$ cat src/rtl/conv_loop_ctrl.sv
// conv_loop_ctrl: layer loop sequencer (LOAD_K -> LOAD_I -> MAC per channel group, then OUTPUT per result).
// Define CONV_LOOP_CTRL_OUT_HANDSHAKE_EN to add the output_ready handshake on the result serializer.
module conv_loop_ctrl #(
  parameter  int FEATURE_MAP_WIDTH  = 1024,
  parameter  int FEATURE_MAP_HEIGHT = 1024,
  parameter  int INPUT_NB_CHANNELS  = 64,
  parameter  int OUTPUT_NB_CHANNELS = 64,
  parameter  int KERNEL_SIZE        = 3,
  parameter  int CH_PER_MAC         = 4,
  parameter  int MAC_LATENCY        = 2,
  parameter  int ODS_BEATS          = 2,
  localparam int XW = (FEATURE_MAP_WIDTH  > 1) ? $clog2(FEATURE_MAP_WIDTH)  : 1,
  localparam int YW = (FEATURE_MAP_HEIGHT > 1) ? $clog2(FEATURE_MAP_HEIGHT) : 1,
  localparam int OW = (OUTPUT_NB_CHANNELS > 1) ? $clog2(OUTPUT_NB_CHANNELS) : 1
) (
  input  logic          clk,
  input  logic          arst_n_in,
  input  logic          start,
  input  logic          abort,
  input  logic [2:0]    con_valid,
`ifdef CONV_LOOP_CTRL_OUT_HANDSHAKE_EN
  input  logic          output_ready,
`endif
  output logic [2:0]    con_ready,
  output logic          kds_le,
  output logic          idss_le,
  output logic          idss_shift,
  output logic          mac_en,
  output logic          mac_clr,
  output logic          ods_sel_out,
  output logic          ods_shift,
  output logic          driving_cons,
  output logic          output_valid,
  output logic [XW-1:0] output_x,
  output logic [YW-1:0] output_y,
  output logic [OW-1:0] output_ch,
  output logic          running,
  output logic          done
);

  localparam int KB   = KERNEL_SIZE * CH_PER_MAC;
  localparam int NG   = INPUT_NB_CHANNELS / CH_PER_MAC;
  localparam int GW   = (NG > 1) ? $clog2(NG) : 1;
  localparam int CM0  = (KB > MAC_LATENCY) ? KB : MAC_LATENCY;
  localparam int CMAX = (CM0 > ODS_BEATS) ? CM0 : ODS_BEATS;
  localparam int CW   = $clog2(CMAX + 1);

  localparam logic [CW-1:0] KB_LAST  = CW'(KB - 1);
  localparam logic [CW-1:0] LAT_LAST = CW'(MAC_LATENCY - 1);
  localparam logic [CW-1:0] OB_LAST  = CW'(ODS_BEATS - 1);
  localparam logic [GW-1:0] G_LAST   = GW'(NG - 1);
  localparam logic [OW-1:0] OC_LAST  = OW'(OUTPUT_NB_CHANNELS - 1);
  localparam logic [XW-1:0] X_LAST   = XW'(FEATURE_MAP_WIDTH - 1);
  localparam logic [YW-1:0] Y_LAST   = YW'(FEATURE_MAP_HEIGHT - 1);

  typedef enum logic [2:0] {IDLE, LOAD_K, LOAD_I, MAC, OUTPUT} state_t;

  state_t        r_st, w_nxt;
  logic [CW-1:0] r_cnt;
  logic [GW-1:0] r_cg;
  logic [OW-1:0] r_oc;
  logic [XW-1:0] r_x;
  logic [YW-1:0] r_y;
  logic          r_first, r_done;
  logic          w_beat, w_ordy, w_oshift, w_cnt_inc, w_last_res, w_done_set;

`ifdef CONV_LOOP_CTRL_OUT_HANDSHAKE_EN
  logic r_acked;
  assign w_ordy       = output_ready;
  assign output_valid = (r_st == OUTPUT) && !r_acked;
`else
  assign w_ordy       = 1'b1;
  assign output_valid = r_first;
`endif

  // A beat needs every con valid at once; ready itself is decoded from state only.
  assign w_beat     = ((r_st == LOAD_K) || (r_st == LOAD_I)) && (&con_valid);
  assign w_oshift   = (r_st == OUTPUT) && w_ordy;
  assign w_last_res = (r_oc == OC_LAST) && (r_x == X_LAST) && (r_y == Y_LAST);

  always_comb begin
    w_nxt        = r_st;
    w_done_set   = 1'b0;
    w_cnt_inc    = 1'b0;
    con_ready    = 3'b000;
    kds_le       = 1'b0;
    idss_le      = 1'b0;
    idss_shift   = 1'b0;
    mac_en       = 1'b0;
    mac_clr      = 1'b0;
    ods_sel_out  = 1'b0;
    ods_shift    = 1'b0;
    driving_cons = 1'b0;
    case (r_st)
      IDLE: if (start) w_nxt = LOAD_K;
      LOAD_K: begin
        con_ready = 3'b111;
        kds_le    = w_beat;
        w_cnt_inc = w_beat;
        if (w_beat && (r_cnt == KB_LAST)) w_nxt = LOAD_I;
      end
      LOAD_I: begin
        con_ready  = 3'b111;
        idss_le    = w_beat;
        idss_shift = w_beat;
        w_cnt_inc  = w_beat;
        if (w_beat && (r_cnt == KB_LAST)) w_nxt = MAC;
      end
      MAC: begin
        mac_en    = (r_cnt == '0);
        mac_clr   = (r_cnt == '0) && (r_cg == '0);
        w_cnt_inc = 1'b1;
        if (r_cnt == LAT_LAST) w_nxt = (r_cg == G_LAST) ? OUTPUT : LOAD_K;
      end
      OUTPUT: begin
        driving_cons = 1'b1;
        ods_sel_out  = r_first;
        ods_shift    = w_oshift;
        w_cnt_inc    = w_oshift;
        if (w_oshift && (r_cnt == OB_LAST)) begin
          if (w_last_res) begin
            w_nxt      = IDLE;
            w_done_set = 1'b1;
          end else begin
            w_nxt = LOAD_K;
          end
        end
      end
      default: w_nxt = IDLE;
    endcase
    if (abort) begin
      w_nxt      = IDLE;
      w_done_set = 1'b0;
    end
  end

  always_ff @(posedge clk or negedge arst_n_in) begin
    if (!arst_n_in) begin
      r_st    <= IDLE;
      r_cnt   <= '0;
      r_cg    <= '0;
      r_oc    <= '0;
      r_x     <= '0;
      r_y     <= '0;
      r_first <= 1'b0;
      r_done  <= 1'b0;
    end else begin
      r_st    <= w_nxt;
      r_done  <= w_done_set;
      r_first <= (w_nxt == OUTPUT) && (r_st != OUTPUT);
      if (w_nxt != r_st)  r_cnt <= '0;
      else if (w_cnt_inc) r_cnt <= r_cnt + 1'b1;
      // Loop nest, innermost first: cg, output_ch, output_x, output_y.
      if (abort || ((r_st == IDLE) && start)) begin
        r_cg <= '0;
        r_oc <= '0;
        r_x  <= '0;
        r_y  <= '0;
      end else if ((r_st == MAC) && (w_nxt == LOAD_K)) begin
        r_cg <= r_cg + 1'b1;
      end else if ((r_st == OUTPUT) && (w_nxt != OUTPUT)) begin
        r_cg <= '0;
        if (r_oc == OC_LAST) begin
          r_oc <= '0;
          if (r_x == X_LAST) begin
            r_x <= '0;
            r_y <= (r_y == Y_LAST) ? '0 : r_y + 1'b1;
          end else begin
            r_x <= r_x + 1'b1;
          end
        end else begin
          r_oc <= r_oc + 1'b1;
        end
      end
    end
  end

`ifdef CONV_LOOP_CTRL_OUT_HANDSHAKE_EN
  always_ff @(posedge clk or negedge arst_n_in) begin
    if (!arst_n_in) r_acked <= 1'b0;
    else            r_acked <= (w_nxt == OUTPUT) && (r_st == OUTPUT) && (r_acked || output_ready);
  end
`endif

  assign running   = (r_st != IDLE);
  assign done      = r_done;
  assign output_x  = r_x;
  assign output_y  = r_y;
  assign output_ch = r_oc;

endmodule

$ cat config.mk
export PLATFORM = sky130hd
export DESIGN_NAME = conv_loop_ctrl
export DESIGN_NICKNAME = d
export VERILOG_FILES = /design/src/rtl/conv_loop_ctrl.sv
export SDC_FILE = /design/constraint.sdc
export NUM_CORES = 1
export LEC_CHECK = 0
export ABC_AREA = 1
export CAP_MARGIN = 40
export CORE_MARGIN = 2
export CORE_UTILIZATION = 52
export DETAILED_ROUTE_END_ITERATION = 8
export GPL_ROUTABILITY_DRIVEN = 0
export PLACE_DENSITY = 0.8
export SETUP_SLACK_MARGIN = 0.1
export SLEW_MARGIN = 5
export SYNTH_ARGS = -nofsm -noshare
export SYNTH_HDL_FRONTEND = slang
export SYNTH_SLANG_ARGS = --single-unit
$ cat constraint.sdc
create_clock -name clk -period 2.5 [get_ports clk]
set_input_delay 0.625 -clock clk [delete_from_list [all_inputs] [get_ports clk]]
set_output_delay 0.625 -clock clk [all_outputs]
set_load 0.005 [all_outputs]
After elaboration in Yosys (flattened, before gate mapping)
Index checks and enable logic that the tools add are counted.
{"block": "totals", "reg_bits": 39, "output_inout_bits": 40}
{"block": "classes", "n_eq_ne": 16, "muxes": 41, "addsub": 5, "n_reduce_logical": 27}
{"operator": "$mux W10", "count": 11}
{"operator": "$mux W3", "count": 8}
{"operator": "$mux W6", "count": 4}
{"operator": "$add A10 B1 Y10 const B", "count": 2}
{"operator": "$eq A10 B10 Y1 const B", "count": 2}
{"operator": "$mux W4", "count": 5}
{"operator": "$pmux W3 S5", "count": 1}
{"operator": "$mux W1", "count": 11}
{"operator": "$logic_and A1 B1 Y1", "count": 10}
{"operator": "$add A4 B1 Y4 const B", "count": 2}
{"operator": "$eq A4 B4 Y1 const B", "count": 2}
{"operator": "$logic_not A4 Y1", "count": 2}
{"operator": "$reduce_bool A2 Y1", "count": 4}
{"operator": "$add A6 B1 Y6 const B", "count": 1}
{"operator": "$eq A3 B1 Y1 const B", "count": 2}
{"operator": "$eq A3 B2 Y1 const B", "count": 2}
{"operator": "$eq A3 B3 Y1 const B", "count": 2}
{"operator": "$eq A6 B6 Y1 const B", "count": 1}
{"operator": "$ne A3 B3 Y1 const B", "count": 2}
{"operator": "$reduce_and A3 Y1", "count": 2}
{"operator": "$reduce_bool A3 Y1", "count": 2}
{"operator": "$eq A4 B1 Y1 const B", "count": 1}
{"operator": "$reduce_and A4 Y1", "count": 1}
{"operator": "$reduce_or A2 Y1", "count": 2}
{"operator": "6 further kinds", "count": 7}

Logic depth before layout (Yosys ltp)
Gate-level depths: netlist (run 1).
{"block": "logic_depth", "ltp_word": 12, "ltp_mapped": 12, "depth_no_buf": 12}

Least setup slack after synthesis (run 1)
Ideal clock, no wire load.
{"block": "synth_timing", "path_type": "reg2reg", "start": "register r_cnt[1]", "end": "register r_y[8], in the netlist output_y[8]", "slack_ns": 0.737, "path_stages_with_launch": 13, "arrival_time_ns": 1.645, "synth_period_minus_slack_ns": 1.763, "path_cell_list": "dfrtp_1 inv_1 ha_1 nand3_1 nor2_1 nand2_1 nand2_2 nand2_4 a31oi_4 nor2_4 buf_6 nand2_1 o21ai_2"}
{"block": "synth_via", "elab_chain_len": 9, "elab_cells_between_ends": 17, "classes_between": "eq/ne: 5; mux: 6; reduce/logical: 6"}
{"item": "start, declared", "line_no": "59", "text": "logic [CW-1:0] r_cnt;"}
{"item": "start signal, assigned", "line_no": "152", "text": "else if (w_cnt_inc) r_cnt <= r_cnt + 1'b1;"}
{"item": "$eq A4 B1 Y1 / $eq A4 B4 Y1 (equally long branches)"}
{"item": "$logic_and A1 B1 Y1, on equally long branches", "line_no": "120, 100, 107"}
{"item": "$mux W3, on equally long branches", "line_no": "120, 100, 107"}
{"item": "$pmux W3 S5 *", "line_no": "94", "text": "case (r_st)"}
{"item": "$mux W3 *", "line_no": "131", "text": "if (abort) begin"}
{"item": "$eq A3 B1 Y1 / $ne A3 B3 Y1 (equally long branches)", "line_no": "159, 161"}
{"item": "$logic_and A1 B1 Y1, on equally long branches", "line_no": "159, 161"}
{"item": "$ne A2 B2 Y1 (no source line) / $reduce_bool A2 Y1 (equally long branches)"}
{"item": "$reduce_and A4 Y1 (no source line) *"}
{"item": "end signal, assigned", "line_no": "167", "text": "r_y <= (r_y == Y_LAST) ? '0 : r_y + 1'b1;"}
{"item": "end, declared", "line_no": "63", "text": "logic [YW-1:0] r_y;"}
Every way passes the cells marked *; elsewhere a longest branch is shown, timed or not.
A chain may end at the register's enable or synchronous reset.

Final worst setup path (run 1)
{"block": "layout_timing", "start": "register r_st[0]", "end": "output ods_shift"}
{"block": "layout_via", "elab_chain_len": 2}
{"item": "start, declared", "line_no": "58", "text": "state_t r_st, w_nxt;"}
{"item": "start signal, assigned", "line_no": "148", "text": "r_st <= w_nxt;"}
{"item": "$eq A3 B3 Y1", "line_no": "78, 94"}
{"item": "$mux W1", "line_no": "94"}
{"item": "end, declared", "line_no": "31", "text": "output logic ods_shift,"}
No other way between the ends.

==> results of run 1 <==
[worst max path at each step]
stage	from	slack, ns	cells past startpoint	endpoint
CTS	r_st[0]	0.10	5	driving_cons
detailed placement	con_valid[2]	-0.07	4	idss_shift
floorplan	r_cnt[1]	0.74	12	output_y[8]
global placement	con_valid[0]	-0.008	4	idss_le
global route	r_st[0]	0.09	5	ods_shift
finish	r_st[0]	0.19	5	ods_shift
[power breakdown]
group	total [W]	switching, W	internal (W)
clock network	0.000466	0.000215	0.000252
registers	0.000667	0.0000185	0.000649
logic	0.000194	0.000107	0.0000876
[synthesized netlist by cell type, types with 2 or more instances]
master	instances
dfrtp_1	39
ha_1	8
or2_2	2
inv_2	4
xor2_1	9
o21ai_0	23
xnor2_1	3
o21ai_2	6
nor3_1	5
o31ai_1	2
a21oi_1	9
nor2_1	38
nand2_2	3
inv_1	38
nand2_1	54
buf_4	5
nand3b_1	2
o21a_1	2
nand4_1	7
nand3_1	32
[worst reg2reg max path, cell delays in order, from the launching register on]
cell     delay [ns]
dfrtp_1        0.41
ha_1           0.19
nand2_1        0.07
nor2_1         0.21
nand3_1        0.22
inv_1          0.13
nor2_1         0.10
nor2_4         0.39
inv_2          0.14
nand2_1        0.08
o21ai_0        0.09
[metal layers]
metal / GRT usage / share of wire / vias to the layer above
met5: 0 / 0 / -
met3: 0.0506 / 0.054 / 9
met2: 0.371 / 0.49 / 62
met4: 0.0818 / 0.012 / 0
met1: 0.297 / 0.44 / 1042
li1: - / - / 1116
[final cells by class]
class,instances,area [µm²],share of cell area
multi-input combinational,215,1210,0.391
inverter,43,166,0.0538
timing repair buffer,62,573,0.185
clock buffer,8,100,0.0324
sequential,39,977,0.316
tap,52,65.1,0.0210
[what timing repair did]
action                                 CTS  global route
setup endpoints to repair                4             9
gates resized for setup                  8             8
pin swaps                                2             3
buffers inserted                         4             0
endpoints found under the hold margin    0             0
[sequential cells by signal, indices dropped and copies added (netlist names)]
register,flops
done,1
r_cnt,4
r_cg,4
r_st,3
output_valid,1
output_y,10
output_ch,6
output_x,10
[per-stage QoR]
stage | total power [W] | hold WS (ns) | cell area, µm² | setup TNS [ns]
2_1_floorplan | 0.000778 | 0.329 | 2370 | 0
3_3_place_gp | 0.000865 | 0.495 | 2930 | -0.0155
3_5_place_dp | 0.000868 | 0.497 | 2930 | -0.140
4_1_cts | 0.00134 | 0.260 | 3070 | 0
5_1_grt | 0.00140 | 0.276 | 3090 | 0
6_report | 0.00133 | 0.249 | 3090 | 0
[cell families after synthesis]
logic type,Yosys count,synth area share
simple gates,149,0.288
buf+inv,49,0.0898
compound gates,46,0.124
flops,39,0.412
xor+xnor,12,0.0444
fa+ha+maj,8,0.0422
==> flow_metrics.env, run 1 <==
export IMPL_status="complete, no violations"
export IMPL_synthCells=303
export IMPL_cts_hold_buf=0
export IMPL_fmaxAchievable_mhz=433
export IMPL_async_flop_share=1.00
export IMPL_p_leak_nw=1.43
export IMPL_synthesis_nets=318
export IMPL_antenna_left=0
export IMPL_first_pass_iters=4
export IMPL_antenna_found_initial=0
export IMPL_ioPinCount=47
export IMPL_cp_arrival_ns=1.69
export IMPL_finClkSkew_ns=0.00510
export IMPL_synth_seq_cells=39
export IMPL_worst_path_buf_inv=3
export IMPL_synth_main_ff_cell="dfrtp_1"
export IMPL_dp_cells=407
export IMPL_io_buffers=46
export IMPL_worstSkewPairLatency_ns=0.29
export IMPL_startpoint_type="flip-flop"
export IMPL_wl_per_cell_um=12.5
export IMPL_dieHeight_um=71.5
export IMPL_critPathKind="flip-flop to output pin"
export IMPL_pre_cts_ws_ns=-0.0695
export IMPL_critPathMaxFanout=7
export IMPL_drv_cap=0
export IMPL_rrSetupSlack_ns=0.36
export IMPL_ys_types=32
export IMPL_die_x_um=71.5
export IMPL_grt_pass1_vias=2066
export IMPL_min_period_ns=2.31
export IMPL_vias=2229
export IMPL_dpl_hpwl_mm=3.95
export IMPL_layout_common_cells="nand2_1 (54), clkdlybuf4s50_1 (40), dfrtp_1 (38), inv_1 (36), nor2_1 (35)"
export IMPL_worstReg2RegStart="output_x[0]"
export IMPL_cp_end_kind="output pin"
export IMPL_fin_cells=419
export IMPL_critical_path_cell_chain="buf_4 -> nor2_4 -> nand2_4 -> inv_6 -> clkdlybuf4s50_1"
export IMPL_nFillCells=358
export IMPL_core_area_um2=4380
export IMPL_hold_path_class="input port to async pin"
export IMPL_r2r_end="output_y[4]"
export IMPL_rsz0062_at_grt="yes"
export IMPL_vias_per_cell=5.32
export IMPL_grt_overflow_total=0
export IMPL_grt_pass1_wl_mm=9.18
export IMPL_clk_pin_slew_worst_paths_ns=0.07
export IMPL_initial_utilization=0.541
export IMPL_clockBufferDepth=2
export IMPL_avgSynthCellArea_um2=7.82
export IMPL_post_route_cells_drive_above_1_share=0.147
export IMPL_synthTopCellsByArea="dfrtp_1 (41%), nand2_1 (8.6%), nand3_1 (6.8%)"
export IMPL_syn_to_final_growth_pct=30.5
export IMPL_final_nets=381
export IMPL_die_area_um2=5110
export IMPL_slew_headroom=0.709
export IMPL_post_route_period_util=0.924
export IMPL_vdd_drop_max_mv=0.367
export IMPL_crit_family="buffers and inverters"
export IMPL_cts_sinks=39
export IMPL_h_tree_depth=2
export IMPL_synth_edf_count=0
export IMPL_wl_mm=5.25
export IMPL_max_stage_delay_ns=0.50
export IMPL_setup_viol=0
export IMPL_cts_tree="done"
export IMPL_reg2reg_depth=10
export IMPL_drt_initial_drc_count=114
export IMPL_antennaDiodeCount=0
export IMPL_yosys_area_top_type="dfrtp_1"
export IMPL_row_count=24
export IMPL_hold_viol=0
export IMPL_tightest_slew_ns=0.436
export IMPL_utilization=0.705
export IMPL_final_common_cell="nand2_1"
export IMPL_drv_slew=0
export IMPL_grt_usage=0.227
export IMPL_synth_top_area_frac=0.412
export IMPL_cts_buffers_inserted=5
export IMPL_powerDensity_nw_per_um2=429
export IMPL_seq_area_frac_synth=0.412
export IMPL_setup_ws_ns=0.190
export IMPL_crit_slowest_cell="clkdlybuf4s50_1"
export IMPL_grt_max_degree=19
export IMPL_cts_root_buf="clkbuf_8"
export IMPL_cp_required_ns=1.88
export IMPL_synthesis_area_um2=2370
export IMPL_drc_errors=0
export IMPL_ys_warn_count=0
Power figures use the tool's default switching activity.
==> run 2, diff against run 1 <==
- CORE_UTILIZATION: 52 -> 56
- PLACE_DENSITY: 0.8 -> 0.86
- clock period: 2.5 -> 3 ns (I/O delays scaled with it)
==> flow_metrics.env, run 2 (synthesized netlist as in run 1, its figures left out) <==
export IMPL_antennaDiodeCount=0
export IMPL_setup_viol=0
export IMPL_clk_pin_slew_worst_paths_ns=0.09
export IMPL_cp_required_ns=2.25
export IMPL_initial_utilization=0.588
export IMPL_tns_ns=0
export IMPL_io_buffers=46
export IMPL_h_tree_depth=2
export IMPL_seqCellArea_um2=976
export IMPL_busiest_layer="met2"
export IMPL_final_common_cell="nand2_1"
export IMPL_utilization=0.739
export IMPL_cts_tree="done"
export IMPL_antenna_left=0
export IMPL_critPathKind="input port to output pin"
export IMPL_worst_path_buf_inv=2
export IMPL_fmaxAchievable_mhz=351
export IMPL_wl_mm=5.11
export IMPL_vias=2128
export IMPL_gr_usage_met1=0.280
export IMPL_layout_common_cells="nand2_1 (54), clkdlybuf4s50_1 (44), dfrtp_1 (39), inv_1 (38), nor2_1 (36)"
export IMPL_dieHeight_um=69.1
export IMPL_startpoint_type="input port"
export IMPL_cts_buffers_inserted=5
export IMPL_hold_path_class="input port to async pin"
export IMPL_clockBufferDepth=2
export IMPL_ioPinCount=47
export IMPL_pre_cts_ws_ns=0.154
export IMPL_multi_input_area_um2=1190
export IMPL_finClkSkew_ns=0.0137
export IMPL_min_period_ns=2.85
export IMPL_grt_max_degree=30
export IMPL_powerDensity_nw_per_um2=357
export IMPL_cts_hold_buf=0
export IMPL_cp_end_kind="output pin"
export IMPL_syn_to_final_growth_pct=25.6
export IMPL_drv_cap=0
export IMPL_grt_met2_usage=0.392
export IMPL_p_leak_nw=1.33
export IMPL_drt_initial_drc_count=131
export IMPL_crit_slowest_cell="clkdlybuf4s50_1"
export IMPL_post_route_cells_drive_above_1_share=0.105
export IMPL_slew_headroom=0.588
export IMPL_cts_root_buf="clkbuf_8"
export IMPL_worstSkewPairLatency_ns=0.30
export IMPL_max_stage_delay_ns=0.53
export IMPL_seqPwrFrac=0.524
export IMPL_p_sw_frac=0.277
export IMPL_power_share_clock=0.333
export IMPL_dpl_hpwl_mm=3.89
export IMPL_row_count=23
export IMPL_vias_per_cell=5.27
export IMPL_die_x_um=69.1
export IMPL_die_area_um2=4770
export IMPL_cp_arrival_ns=2.10
export IMPL_core_area_um2=4030
export IMPL_vdd_drop_max_mv=0.347
export IMPL_setup_ws_ns=0.152
export IMPL_wl_per_cell_um=12.7
export IMPL_critPathMostFrequentCell="clkdlybuf4s50_1"
export IMPL_post_route_period_util=0.949
export IMPL_intPower_w=0.000769
export IMPL_met3_usage=0.0512
export IMPL_status="complete, no violations"
export IMPL_critical_path_cell_chain="clkdlybuf4s50_1 -> nand3_1 -> nor2_2 -> clkdlybuf4s50_1"
export IMPL_crit_family="buffers and inverters"
export IMPL_switchingPower_w=0.000295
export IMPL_rsz0062_at_grt="yes"
export IMPL_drc_errors=0
export IMPL_cts_sinks=39
export IMPL_tightest_slew_ns=0.612
export IMPL_grt_usage=0.225
export IMPL_grt_overflow_total=0
export IMPL_antenna_found_initial=0
export IMPL_nFillCells=309
export IMPL_hold_viol=0
export IMPL_final_nets=368
export IMPL_first_pass_iters=4
export IMPL_critPathMaxFanout=4
export IMPL_drv_slew=0
export IMPL_grt_pass1_wl_mm=8.87
export IMPL_grt_pass1_vias=2009
export IMPL_pwr_share_comb=0.143
==> run 2: path summary, 6_finish.rpt <==
check | from | endpoint | slack, ns | cells past startpoint
worst max register to register | output_x[0] | output_y[2] | 0.87 | 10
worst min register to register | output_ch[3] | output_ch[3] | 0.49 | 1
worst max-delay path | con_valid[0] | idss_shift | 0.15 | 4
min in group clk | output_ch[3] | output_ch[3] | 0.49 | 1
max in group asynchronous | arst_n_in | r_st[0] | 2.25 | 2
worst min-delay path | arst_n_in | output_x[9] | 0.31 | 1
==> run 2: final cells by class <==
type	instances	area share
Sequential cell	39	0.328
Multi-Input combinational cell	215	0.401
Tap cell	50	0.0210
Clock inverter	3	0.00673
Clock buffer	5	0.0231
Timing Repair Buffer	49	0.166
Inverter	43	0.0551
==> run 2: worst reg2reg max path: stages, from the launching register on <==
cell and delay, ns:
dfrtp_1 0.40, ha_1 0.19, nand2_1 0.07, nor2_1 0.22
nand3_1 0.21, inv_1 0.12, nor2_1 0.11, nor2_4 0.39
inv_2 0.12, nand2_1 0.07, o21ai_0 0.08
==> run 2: repair_timing <==
action | 4_1_cts | 5_1_grt
buffers inserted | 0 | 1
gates resized for setup | 1 | 3
pin swaps | 0 | 3
hold endpoints to repair | 0 | 0
endpoints found under the setup margin | 1 | 4
==> run 2: through the flow <==
stage	area (µm²)	total power, W	instances	hold WS (ns)
after floorplan	2370	0.000648	303	0.454
after global placement	2850	0.000711	394	0.477
after detailed placement	2870	0.000721	395	0.479
after CTS	2960	0.00108	403	0.310
after global routing	2980	0.00112	404	0.310
final	2980	0.00106	404	0.305
==> run 2: power groups by stage <==
stage	combinational (W)	clock (W)	sequential, W
finish	0.000152	0.000354	0.000558
global route	0.000172	0.000391	0.000561
CTS	0.000153	0.000365	0.000558
detailed placement	0.000153	0	0.000568
global placement	0.000144	0	0.000567
floorplan	0.0000821	0	0.000566
==> run 2: routing by layer <==
layer,share of wire,vias up
met5,0,-
met3,0.041,7
li1,-,1087
met1,0.44,981
met2,0.50,53
met4,0.015,0
==> run 3, diff against run 2 <==
- ABC_CLOCK_PERIOD_IN_PS: unset -> 3000
==> results of run 3 <==
No change in the layout: final DEF, timing and power equal those of run 2.
